===== src/rtl/uart_mon_pkg.sv =====
// Shared types and constants for the UART monitor memory engine.
// Imported by the line buffer and the engine top.
package uart_mon_pkg;

    typedef enum logic [2:0] {
        ST_IDLE,
        ST_RREQ,
        ST_RWAIT,
        ST_SEND,
        ST_FREQ,
        ST_FWAIT
    } mon_state_e;

    localparam int WORD_BYTES = 4;
    localparam int BYTE_SHIFT = $clog2(WORD_BYTES);

    function automatic int slot_width(input int wpl);
        return (wpl > 1) ? $clog2(wpl) : 1;
    endfunction

endpackage


===== src/rtl/mon_line_buffer.sv =====
// Capture register for one UART dump line of WPL 32-bit words.
// Clear has priority over a slot write in the same cycle.
module mon_line_buffer
    import uart_mon_pkg::*;
#(
    parameter int WPL    = 4,
    parameter int SLOT_W = slot_width(WPL)
) (
    input  logic              clk,
    input  logic              rst,
    input  logic              clear,
    input  logic              wr_en,
    input  logic [SLOT_W-1:0] slot,
    input  logic [31:0]       wr_data,
    output logic [32*WPL-1:0] data
);

    always_ff @(posedge clk) begin
        if (rst || clear) begin
            data <= '0;
        end else if (wr_en) begin
            for (int i = 0; i < WPL; i++) begin
                if (slot == SLOT_W'(i)) begin
                    data[32*i +: 32] <= wr_data;
                end
            end
        end
    end

endmodule


===== src/rtl/uart_mon_mem_engine.sv =====
// Monitor memory engine: write counter, multi-word line dump and
// pattern range fill sharing one read port and one write port.
module uart_mon_mem_engine
    import uart_mon_pkg::*;
#(
    parameter int AWIDTH = 20,
    parameter int WPL    = 4
) (
    input  logic              clk,
    input  logic              rst,
    input  logic [31:0]       uart_data,
    input  logic              write_address_set,
    input  logic              write_data_en,
    input  logic              read_start_set,
    input  logic              read_end_set,
    input  logic              fill_start,
    input  logic              read_stop,
    output logic              mem_read_req,
    output logic [31:0]       mem_read_adr,
    input  logic              mem_read_valid,
    input  logic [31:0]       mem_read_data,
    output logic              mem_write_req,
    output logic [31:0]       mem_write_adr,
    output logic [31:0]       mem_write_data,
    input  logic              mem_write_finish,
    output logic              line_snd_start,
    output logic [32*WPL-1:0] line_snd_data,
    input  logic              line_snd_done,
    output logic              dump_running,
    output logic              fill_running,
    output logic              write_busy,
    output logic              write_overrun
);

    localparam int SLOT_W = slot_width(WPL);
    localparam logic [SLOT_W-1:0] LAST_SLOT = SLOT_W'(WPL - 1);

    mon_state_e state_q, state_d;

    logic [AWIDTH:0]   ptr_q, ptr_d, end_ext;
    logic [SLOT_W-1:0] slot_q, slot_d;
    logic [AWIDTH-1:0] start_q, end_q, wcnt_q, adr_in;
    logic [31:0]       pattern_q, wadr_q, wdata_q;
    logic              wreq_q, busy_q, overrun_q, snd_q;
    logic              buf_clear, buf_wr, fill_issue;
    logic              wr_accept, fill_act;

    function automatic logic [31:0] byte_adr(input logic [AWIDTH-1:0] a);
        logic [31:0] r;
        r = '0;
        r[AWIDTH+BYTE_SHIFT-1:BYTE_SHIFT] = a;
        return r;
    endfunction

    assign adr_in    = uart_data[AWIDTH+BYTE_SHIFT-1:BYTE_SHIFT];
    assign end_ext   = {1'b0, end_q};
    assign fill_act  = (state_q == ST_FREQ) || (state_q == ST_FWAIT);
    assign wr_accept = write_data_en && !busy_q && !fill_act;

    always_comb begin
        state_d    = state_q;
        ptr_d      = ptr_q;
        slot_d     = slot_q;
        buf_clear  = 1'b0;
        buf_wr     = 1'b0;
        fill_issue = 1'b0;
        if (state_q != ST_IDLE && read_stop) begin
            state_d = ST_IDLE;
        end else begin
            unique case (state_q)
                ST_IDLE: begin
                    if (read_end_set) begin
                        if (start_q <= adr_in) begin
                            state_d   = ST_RREQ;
                            ptr_d     = {1'b0, start_q};
                            slot_d    = '0;
                            buf_clear = 1'b1;
                        end
                    end else if (fill_start && start_q <= end_q) begin
                        state_d = ST_FREQ;
                        ptr_d   = {1'b0, start_q};
                    end
                end
                ST_RREQ: state_d = ST_RWAIT;
                ST_RWAIT: begin
                    if (mem_read_valid) begin
                        buf_wr = 1'b1;
                        ptr_d  = ptr_q + 1'b1;
                        slot_d = slot_q + 1'b1;
                        if (slot_q == LAST_SLOT || ptr_q == end_ext) begin
                            state_d = ST_SEND;
                        end else begin
                            state_d = ST_RREQ;
                        end
                    end
                end
                ST_SEND: begin
                    if (line_snd_done) begin
                        if (ptr_q > end_ext) begin
                            state_d = ST_IDLE;
                        end else begin
                            buf_clear = 1'b1;
                            slot_d    = '0;
                            state_d   = ST_RREQ;
                        end
                    end
                end
                // A pending manual write holds the fill off the shared port.
                ST_FREQ: begin
                    if (!busy_q) begin
                        fill_issue = 1'b1;
                        state_d    = ST_FWAIT;
                    end
                end
                ST_FWAIT: begin
                    if (mem_write_finish) begin
                        ptr_d = ptr_q + 1'b1;
                        if (ptr_q == end_ext) begin
                            state_d = ST_IDLE;
                        end else begin
                            state_d = ST_FREQ;
                        end
                    end
                end
                default: state_d = ST_IDLE;
            endcase
        end
    end

    always_ff @(posedge clk) begin
        if (rst) begin
            state_q <= ST_IDLE;
            ptr_q   <= '0;
            slot_q  <= '0;
            snd_q   <= 1'b0;
        end else begin
            state_q <= state_d;
            ptr_q   <= ptr_d;
            slot_q  <= slot_d;
            snd_q   <= (state_d == ST_SEND) && (state_q != ST_SEND);
        end
    end

    always_ff @(posedge clk) begin
        if (rst) begin
            start_q   <= '0;
            end_q     <= '0;
            pattern_q <= '0;
        end else begin
            if (read_start_set) begin
                start_q <= adr_in;
            end
            if (state_q == ST_IDLE) begin
                if (read_end_set) begin
                    end_q <= adr_in;
                end else if (fill_start) begin
                    pattern_q <= uart_data;
                end
            end
        end
    end

    always_ff @(posedge clk) begin
        if (rst) begin
            wreq_q    <= 1'b0;
            wadr_q    <= '0;
            wdata_q   <= '0;
            busy_q    <= 1'b0;
            overrun_q <= 1'b0;
            wcnt_q    <= '0;
        end else begin
            wreq_q <= 1'b0;
            if (wr_accept) begin
                wreq_q  <= 1'b1;
                wadr_q  <= byte_adr(wcnt_q);
                wdata_q <= uart_data;
                busy_q  <= 1'b1;
            end else begin
                if (fill_issue) begin
                    wreq_q  <= 1'b1;
                    wadr_q  <= byte_adr(ptr_q[AWIDTH-1:0]);
                    wdata_q <= pattern_q;
                end
                if (busy_q && mem_write_finish) begin
                    busy_q <= 1'b0;
                end
            end
            if (write_address_set) begin
                wcnt_q <= adr_in;
            end else if (wr_accept) begin
                wcnt_q <= wcnt_q + 1'b1;
            end
            if (write_data_en && !wr_accept) begin
                overrun_q <= 1'b1;
            end else if (write_address_set) begin
                overrun_q <= 1'b0;
            end
        end
    end

    mon_line_buffer #(
        .WPL    (WPL),
        .SLOT_W (SLOT_W)
    ) u_line_buffer (
        .clk     (clk),
        .rst     (rst),
        .clear   (buf_clear),
        .wr_en   (buf_wr),
        .slot    (slot_q),
        .wr_data (mem_read_data),
        .data    (line_snd_data)
    );

    assign mem_read_req   = (state_q == ST_RREQ);
    assign mem_read_adr   = byte_adr(ptr_q[AWIDTH-1:0]);
    assign mem_write_req  = wreq_q;
    assign mem_write_adr  = wadr_q;
    assign mem_write_data = wdata_q;
    assign line_snd_start = snd_q;
    assign dump_running   = (state_q == ST_RREQ) || (state_q == ST_RWAIT)
                          || (state_q == ST_SEND);
    assign fill_running   = fill_act;
    assign write_busy     = busy_q;
    assign write_overrun  = overrun_q;

endmodule


===== config.mk =====
export PLATFORM = sky130hd
export DESIGN_NAME = uart_mon_mem_engine
export DESIGN_NICKNAME = d
export VERILOG_FILES = /design/src/rtl/uart_mon_pkg.sv /design/src/rtl/mon_line_buffer.sv /design/src/rtl/uart_mon_mem_engine.sv
export SDC_FILE = /design/constraint.sdc
export NUM_CORES = 1
export LEC_CHECK = 0
export ABC_AREA = 1
export CAP_MARGIN = 20
export CORE_ASPECT_RATIO = 0.75
export CORE_MARGIN = 2
export CORE_UTILIZATION = 50
export CTS_CLUSTER_SIZE = 16
export DETAILED_ROUTE_END_ITERATION = 10
export HOLD_SLACK_MARGIN = 0.12
export PLACE_DENSITY = 0.78
export SKIP_CTS_REPAIR_TIMING = 1
export SYNTH_ARGS = -nofsm -noshare
export SYNTH_HDL_FRONTEND = slang
export SYNTH_SLANG_ARGS = --single-unit
export TNS_END_PERCENT = 5

===== constraint.sdc =====
create_clock -name clk -period 2.3 [get_ports clk]
set_input_delay 0.46 -clock clk [delete_from_list [all_inputs] [get_ports clk]]
set_output_delay 0.46 -clock clk [all_outputs]
set_load 0.01 [all_outputs]

==> flow_metrics.py, run 1 <==
metrics = {
    "critical_path": {
        "slowest_stage": "clkdlybuf4s50_1",
        "start_kind": "input pin",
        "crit_buf_inv": 4,
        "crit_type": "in2reg",
        "cpPeakStageDelay_ns": 0.49,
        "arrival_ns": 2.77,
        "path_common_cell": "nand2_1",
        "path_cells": "clkdlybuf4s50_1 > inv_1 > ha_1 > nand2_1 > nor2_4 > nand2_4 > nor2_4 > nand4_1 > nand2_1 > nand2_1 > nand2_1 > nand2_2 > nand2_8 > buf_12 > clkbuf_16 > nor2_2",
        "end_kind": "flop",
        "critical-path-top-delay-family": "simple AND/OR/NAND/NOR gates",
        "critPathRequiredTime_ns": 2.74,
        "worst-path-max-fanout": 11,
    },
    "synth": {
        "synthArstFlopShare_pct": 0,
        "yosys-top-cells-count": "nand2_1 (356), dfxtp_1 (302), mux2i_1 (129)",
        "yosys_warnings": 0,
        "synth_top_cell_by_area": "dfxtp_1",
        "syn_inst": 1769,
        "synth_top_cell_area_share_pct": 41.5,
        "netlist_area_um2": 14600,
        "ys.flop_type": "dfxtp_1",
        "synth_edf_count": 0,
        "syn_avg_cell_area_um2": 8.23,
        "synth.distinct_cells": 44,
        "synth-seq-cells": 302,
        "yosysSeqAreaShare_pct": 41.5,
        "yosysMostFrequentCell": "nand2_1",
        "synth.area.top_cells": "dfxtp_1 (42%), nand2_1 (9.2%), mux2i_1 (8.9%), ha_1 (5.7%), nor2_2 (5.4%)",
    },
    "detailed_routing": {
        "first_pass_iters": 7,
        "num_vias": 13500,
        "drc_errors": 0,
        "wl_per_cell_um": 18.4,
        "drt_iter0_drc": 1068,
        "antenna_left": 0,
        "via_per_inst": 5.35,
        "wl_mm": 46.4,
    },
    "sta": {
        "fin_hold_ws_ns": 0.248,
        "slew_headroom_pct": 57.1,
        "fin_skew_ns": 0.0178,
        "finalSetupViolCount": 29,
        "worst_pin_slew_ns": 0.637,
        "min_period_over_period_pct": 101,
        "period_needed_ns": 2.33,
        "max_freq_ghz": 0.429,
        "hold_viol": 0,
        "rsz0062_at_grt": "yes",
        "drv_slew": 0,
        "setup_ws_ns": -0.0285,
    },
    "outcome": {
        "violations": "setup timing",
        "status": "finished, violations left",
    },
    "power_and_ir_drop": {
        "p_total_mw": 16.3,
        "p_clk_share_pct": 30.9,
        "p_leak_nw": 7.70,
        "max-vdd-ir-drop_mv": 0.765,
        "power_density_nw_per_um2": 835,
        "p_sw_mw": 5.59,
        "p_sw_share_pct": 34.2,
        "combPwrFrac_pct": 31.9,
        "p_seq_share_pct": 37.2,
        "intPower_mw": 10.7,
    },
    "global_route": {
        "antenna_found_initial": 4,
        "grt_pass1_wl_mm": 69.6,
        "overflow": 0,
        "grt_pass1_vias": 12700,
        "grt_max_degree": 53,
        "grt_util_all_layers_pct": 28.7,
    },
    "placement": {
        "port_buffers": 281,
        "place_ws_ns": -0.711,
        "dpl.hpwl_mm": 34.2,
        "place_congestion": 0.918,
    },
    "final_layout": {
        "syn_to_final_growth_pct": 34.4,
        "nets": 2247,
        "drive_gt1_share_pct": 17.8,
    },
    "die": {
        "initial_core_util_pct": 50.4,
        "die_area_um2": 30500,
        "rows": 54,
        "ios": 306,
        "core_um2": 28900,
        "die_h_um": 152,
        "die_width_um": 201,
    },
    "clocking": {
        "cts.sinks": 302,
        "htreeDepth": 1,
        "clk_latency_ns": 0.57,
        "clk_path_buf_depth": 3,
        "cts_tree": "done",
        "cts_buffers": 31,
        "root_buffer": "clkbuf_16",
        "clk_pin_slew_worst_paths_ns": 0.06,
    },
    "hold_path": {
        "hold_path.class": "in2reg",
    },
    "flow_run": {
        "maxCapViolations": 0,
    },
}
-- worst paths after layout --
check	depth (start not counted)	end	slack [ns]	from
hold / removal	3	mem_write_data[20]	0.25	uart_data[20]
setup reg to reg	14	u_line_buffer.data[17]	-0.01	start_q[12]
hold reg to reg	2	mem_write_data[1]	0.47	mem_write_data[1]
setup / recovery	16	u_line_buffer.data[17]	-0.03	uart_data[19]
-- final cells by class --
class	instances	area (um2)
fill	2274	9290
multi-input combinational	1231	7370
sequential	302	6060
timing repair buffer	413	4140
clock buffer	44	915
tap	392	490
inverter	127	477
clock inverter	12	104
antenna	4	10.0
-- cell families (layout without fill, tap and decap cells) --
kind of cell | count (synthesis) | count (layout) | share of synthesized area [%]
buffers and inverters | 259 | 596 | 9.36
muxes | 129 | 129 | 8.87
AOI/OAI and AO/OA | 301 | 301 | 11.3
xor gates and xnor gates | 26 | 26 | 1.56
adders and majority gates | 66 | 66 | 5.67
other | 1 | 28 | 0.0258
and+or+nand+nor | 685 | 685 | 21.7
DFF | 302 | 302 | 41.5
-- cells in the final DEF (no fill, tap or decap), types with 6 or more instances in the layout --
cell type	n
clkbuf_8	9
nand2_1	349
buf_4	103
a21oi_1	126
nand2_2	8
conb_1	24
clkinv_2	6
dlymetal6s2s_1	8
xnor2_1	7
clkdlybuf4s50_1	272
clkbuf_16	33
nor2_1	112
nor3_1	7
nand4_1	16
ha_1	62
inv_2	20
dfxtp_1	291
nor2_2	128
o21ai_0	80
nand3_1	37
dfxtp_2	11
buf_6	8
inv_1	107
mux2i_1	129
a31oi_1	51
a22oi_1	19
buf_12	17
xor2_1	19
o21ai_1	12
-- metrics by stage --
stage          util [%]  TNS, ns  instances  instance area [um2]
2_1_floorplan         -        0       1792                14600
4_1_cts            66.6   -12.93       2514                19200
3_5_place_dp       63.1   -99.12       2458                18200
6_report           67.8   -0.418       2525                19600
3_3_place_gp       63.1   -88.69       2458                18200
5_1_grt            67.8   -15.60       2524                19600
-- flip-flops by register name, indices dropped and copies added, names as in the netlist --
signal / cells
end_q: 20
start_q: 20
mem_write_adr: 20
slot_q: 2
mem_write_req: 1
state_q: 3
write_busy: 1
line_snd_start: 1
pattern_q: 32
write_overrun: 1
mem_write_data: 32
ptr_q: 21
u_line_buffer.data: 128
wcnt_q: 20
-- worst min-delay path, delay by kind of cell --
family | cells | cell delay, ns
AO/OA/AOI/OAI | 1 | 0.08
AND/OR/NAND/NOR | 1 | 0.07
buffers and inverters | 1 | 0.14
-- power groups by stage --
stage                     Combinational [mW]  Sequential (mW)  Clock [mW]
final                                   5.21             6.09        5.04
after global routing                    5.70             6.13        5.30
after CTS                               4.87             6.05        5.08
after detailed placement                4.84             6.16           0
after global placement                  4.72             6.14           0
after floorplan                         2.99             6.21           0
-- per-layer routing --
metal | vias to the layer above | GRT usage (%) | wire (um)
met2 | 580 | 43.8 | 20000
li1 | 6450 | - | -
met4 | 0 | 10.2 | 1560
met5 | - | 0 | 0
met1 | 6372 | 39.2 | 20300
met3 | 98 | 7.57 | 4430
Power figures use the tool's default switching activity.
==> run 2: changes to the inputs <==
--- a/config.mk
+++ b/config.mk
@@ -15,6 +15,7 @@
 export HOLD_SLACK_MARGIN = 0.12
 export PLACE_DENSITY = 0.78
 export SKIP_CTS_REPAIR_TIMING = 1
+export SLEW_MARGIN = 40
 export SYNTH_ARGS = -nofsm -noshare
 export SYNTH_HDL_FRONTEND = slang
 export SYNTH_SLANG_ARGS = --single-unit
==> results of run 2 <==
Final layout, timing and power as in run 1 (identical DEF).
==> RTL change 1, RTL diff (settings of run 1) <==
The 6 states of `mon_state_e` get a one-hot encoding in 6 bits.
--- a/src/rtl/uart_mon_pkg.sv
+++ b/src/rtl/uart_mon_pkg.sv
@@ -3,11 +3,11 @@
 package uart_mon_pkg;
 
-    typedef enum logic [2:0] {
-        ST_IDLE,
-        ST_RREQ,
-        ST_RWAIT,
-        ST_SEND,
-        ST_FREQ,
-        ST_FWAIT
+    typedef enum logic [5:0] {
+        ST_IDLE  = 6'b000001,
+        ST_RREQ  = 6'b000010,
+        ST_RWAIT = 6'b000100,
+        ST_SEND  = 6'b001000,
+        ST_FREQ  = 6'b010000,
+        ST_FWAIT = 6'b100000
     } mon_state_e;
 
Check against the original RTL: no difference found for any inputs over 4 cycles, from zero or initial values and one cycle with rst high; so few cycles prove little.
==> RTL change 1 against run 1 <==
- the run still ends with negative setup slack left
- clock power rose by 9.3%
- wire length up 5.4%
- setup slack improved by 0.0038 ns
- largest power group unchanged
- synthesized area is 1.7% higher
- total power decreased by 5.4%
- sequential cell count is 3 higher
- highest routed layer unchanged
- design area increased by 1.6%
- global-route usage rose by 1.3 points
==> RTL change 1: results <==
export IMPL_setup_tns_ns=-0.08660
export IMPL_fin_worst_skew_ns=0.01691
export IMPL_path_max_fanout=8
export IMPL_grt_total_usage_pct=29.96
export IMPL_drive_gt1_share_pct=10.29
export IMPL_power_leakage_uw=0.008093
export IMPL_grt_pass1_wl_um=74200
export IMPL_pre_cts_ws_ns=-0.6031
export IMPL_wl_met1_um=22020
export IMPL_route_met3_wl_um=5536
export IMPL_yosys_top_cells_area="dfxtp_1 (41%), nand2_1 (11%), inv_1 (7.5%)"
export IMPL_gp_congestion=0.9766
export IMPL_status="finished, violations left"
export IMPL_drtIter0Drc=1461
export IMPL_setup_slack_ns=-0.02469
export IMPL_ys_seq_area_share_pct=41.24
export IMPL_slowest_delay_ns=0.51
export IMPL_drt_vias_per_instance=5.246
export IMPL_crit_arrival_ns=2.82
export IMPL_dpl_hpwl_um=35430
export IMPL_final_setup_viol_count=6
export IMPL_grt_max_degree=84
export IMPL_fin_nets=2545
export IMPL_synth_cell_types=41
export IMPL_grt_pass1_vias=13480
export IMPL_drt_first_pass_iters=5
export IMPL_wl_per_cell_um=17.31
export IMPL_maxSlewHeadroom_pct=34.94
export IMPL_antenna_found_initial=1
export IMPL_dr_wl_met2_um=20100
export IMPL_netlist_top_cells_count="nand2_1 (431), dfxtp_1 (305), inv_1 (297)"
export IMPL_violations="negative setup slack"
export IMPL_p_sw_uw=4808
## RTL change 1: cell families after synthesis
logic type | Yosys count | synth area share (%)
adder cells (fa/ha/maj) | 66 | 5.578
flip-flops | 305 | 41.24
buffers and inverters | 452 | 13.59
AO/OA/AOI/OAI | 454 | 16.09
AND/OR/NAND/NOR | 793 | 21.99
other | 1 | 0.02533
XOR/XNOR | 25 | 1.479
## RTL change 1: per-layer routing
metal	global-route usage, %	vias up
met5	0	-
met4	8.690	0
met3	7.846	77
met2	42.71	663
met1	44.17	6856
li1	-	7214
## RTL change 1: final cells by class
cell class                      count  area (um^2)
Antenna cell                        2        5.005
Clock buffer                       45        928.4
Clock inverter                     13        202.7
Fill cell                        2366         9243
Inverter                          307         1152
Multi-Input combinational cell   1362         7004
Sequential cell                   305         6115
Tap cell                          392        490.5
Timing Repair Buffer              397         3980
## RTL change 1: worst reg2reg max path: cells and delay by family, from the launching register on
kind	cells	cell delay [ns]
DFF	1	0.31
adders and majority gates	1	0.29
buffers and inverters	3	0.45
and+or+nand+nor	11	1.08
AOI/OAI and AO/OA	1	0.11
## RTL change 1: path summary, 6_finish.rpt
path                 start                      to  slack, ns  depth (start not counted)
min          uart_data[12]               end_q[10]       0.34                          3
min reg2reg  pattern_q[29]           pattern_q[29]       0.45                          2
max reg2reg       end_q[6]  u_line_buffer.data[79]      -0.01                         16
max           uart_data[9]  u_line_buffer.data[79]      -0.02                         17
## RTL change 1: power groups by stage
stage	Sequential [uW]	Clock, uW	Combinational (uW)
finish	5940	5510	4010
global placement	6000	0	3550
global route	5970	5780	4380
floorplan	6020	0	2260
detailed placement	6020	0	3650
CTS	5910	5570	3670
## RTL change 1: metrics by stage
step	cell area [um^2]	instances	utilization [%]
2_1_floorplan	14890	2119	-
3_3_place_gp	18320	2754	62.89
3_5_place_dp	18320	2754	62.89
4_1_cts	19450	2812	66.78
5_1_grt	19880	2822	68.25
6_report	19880	2823	68.26
==> RTL change 2, RTL diff (flow settings as in run 1) <==
Made on the original files. `WORD_BYTES`: 4 -> 2.
--- a/src/rtl/uart_mon_pkg.sv
+++ b/src/rtl/uart_mon_pkg.sv
@@ -12,5 +12,5 @@
     } mon_state_e;
 
-    localparam int WORD_BYTES = 4;
+    localparam int WORD_BYTES = 2;
     localparam int BYTE_SHIFT = $clog2(WORD_BYTES);
 
Check against the original RTL: not equivalent (a bounded check fails within 4 cycles, from zero or initial values and one cycle with rst high).
==> RTL change 2 against run 1 <==
- the flow still finishes with violations (negative setup slack)
- design area is 0.39% higher
- largest cell class unchanged
- setup slack gained 0.024 ns
- cell count shrank 0.59%
- largest power group unchanged
- critical endpoint is now u_line_buffer.data[11]
- via count decreased by 0.51%
- non-clock buffer count shrank 1
- sequential cell count stayed put
- synthesized area down 0.67%
- first-iteration DRC count up 9.5%
- total power rose by 1.3%
- wire length up 0.59%
==> RTL change 2: results <==
export IMPL_status="finished, violations left"
export IMPL_violations="negative setup slack"
export IMPL_drtIter0Drc=1169
export IMPL_power_leakage_uw=0.007558
export IMPL_maxSlewHeadroom_pct=59.19
export IMPL_vias=13430
export IMPL_netlist_top_cells_count="nand2_1 (356), dfxtp_1 (302), a21oi_1 (131)"
export IMPL_synth_mux_area_fraction_pct=8.933
export IMPL_rows=53
export IMPL_synth_cell_types=47
export IMPL_synthAdderAreaFrac_pct=5.713
export IMPL_slowest_delay_ns=0.51
export IMPL_hp_start="uart_data[12]"
export IMPL_antenna_found_initial=1
export IMPL_rrSetupSlack_ns=0.02
export IMPL_fin_nets=2241
export IMPL_final_setup_viol_count=3
export IMPL_setup_slack_ns=-0.004725
export IMPL_drt_first_pass_iters=5
export IMPL_fin_worst_skew_ns=0.01653
export IMPL_startpoint="uart_data[10]"
export IMPL_path_max_fanout=9
export IMPL_yosys_top_cells_area="dfxtp_1 (42%), nand2_1 (9.2%), mux2i_1 (8.9%)"
export IMPL_drive_gt1_share_pct=18.65
export IMPL_use_met3_pct=7.530
export IMPL_dpl_hpwl_um=33750
export IMPL_gp_congestion=0.9463
export IMPL_ys_seq_area_share_pct=41.82
export IMPL_grt_use_met1_pct=39.93
export IMPL_met2_usage_pct=43.70
[RTL change 2: kinds of logic (layout without fill, tap and decap cells)]
family,after synthesis,after routing
simple gates,677,677
fa+ha+maj,66,66
buf+inv,259,594
other cells,1,26
compound gates,305,305
xor+xnor,26,26
flops,302,302
mux,129,129
[RTL change 2: path summary, 6_finish.rpt]
| check | endpoint | cells after the start |
|---|---|---|
| max | u_line_buffer.data[11] | 16 |
| min | start_q[11] | 4 |
| max reg2reg | ptr_q[11] | 15 |
| min reg2reg | write_overrun | 2 |
[RTL change 2: final cells by class]
class / instances / area, um^2
clock buffers: 40 / 869.6
inverters: 127 / 476.7
repair buffers: 412 / 4134
diodes: 2 / 5.005
well taps: 385 / 481.7
flip-flops and latches: 302 / 6058
multi-input cells: 1227 / 7470
fillers: 2188 / 8615
clock inverters: 15 / 140.1
[RTL change 2: metrics by stage]
stage	instances	util, %	area (um^2)	hold WS [ns]
floorplan	1788	-	14540	0.4554
global placement	2439	63.85	18040	0.4553
detailed placement	2439	63.85	18040	0.4563
CTS	2494	67.42	19050	0.2702
global route	2508	69.49	19630	0.3518
finish	2510	69.51	19640	0.3481
[RTL change 2: critical path: cells and delay by family]
| kind | cells | cell delay (ns) |
|---|---|---|
| AND/OR/NAND/NOR | 11 | 1.06 |
| buffers and inverters | 4 | 0.90 |
| adder cells (fa/ha/maj) | 1 | 0.30 |
[RTL change 2: report_power, final]
part	internal, uW	switching (uW)
Sequential	5720	395
Clock	2880	2150
Combinational	2300	3120
[RTL change 2: layer usage]
metal	vias to the layer above	wire length, um
met1	6344	20650
li1	6451	-
met2	565	20480
met4	0	1026
met3	71	4468
met5	-	0
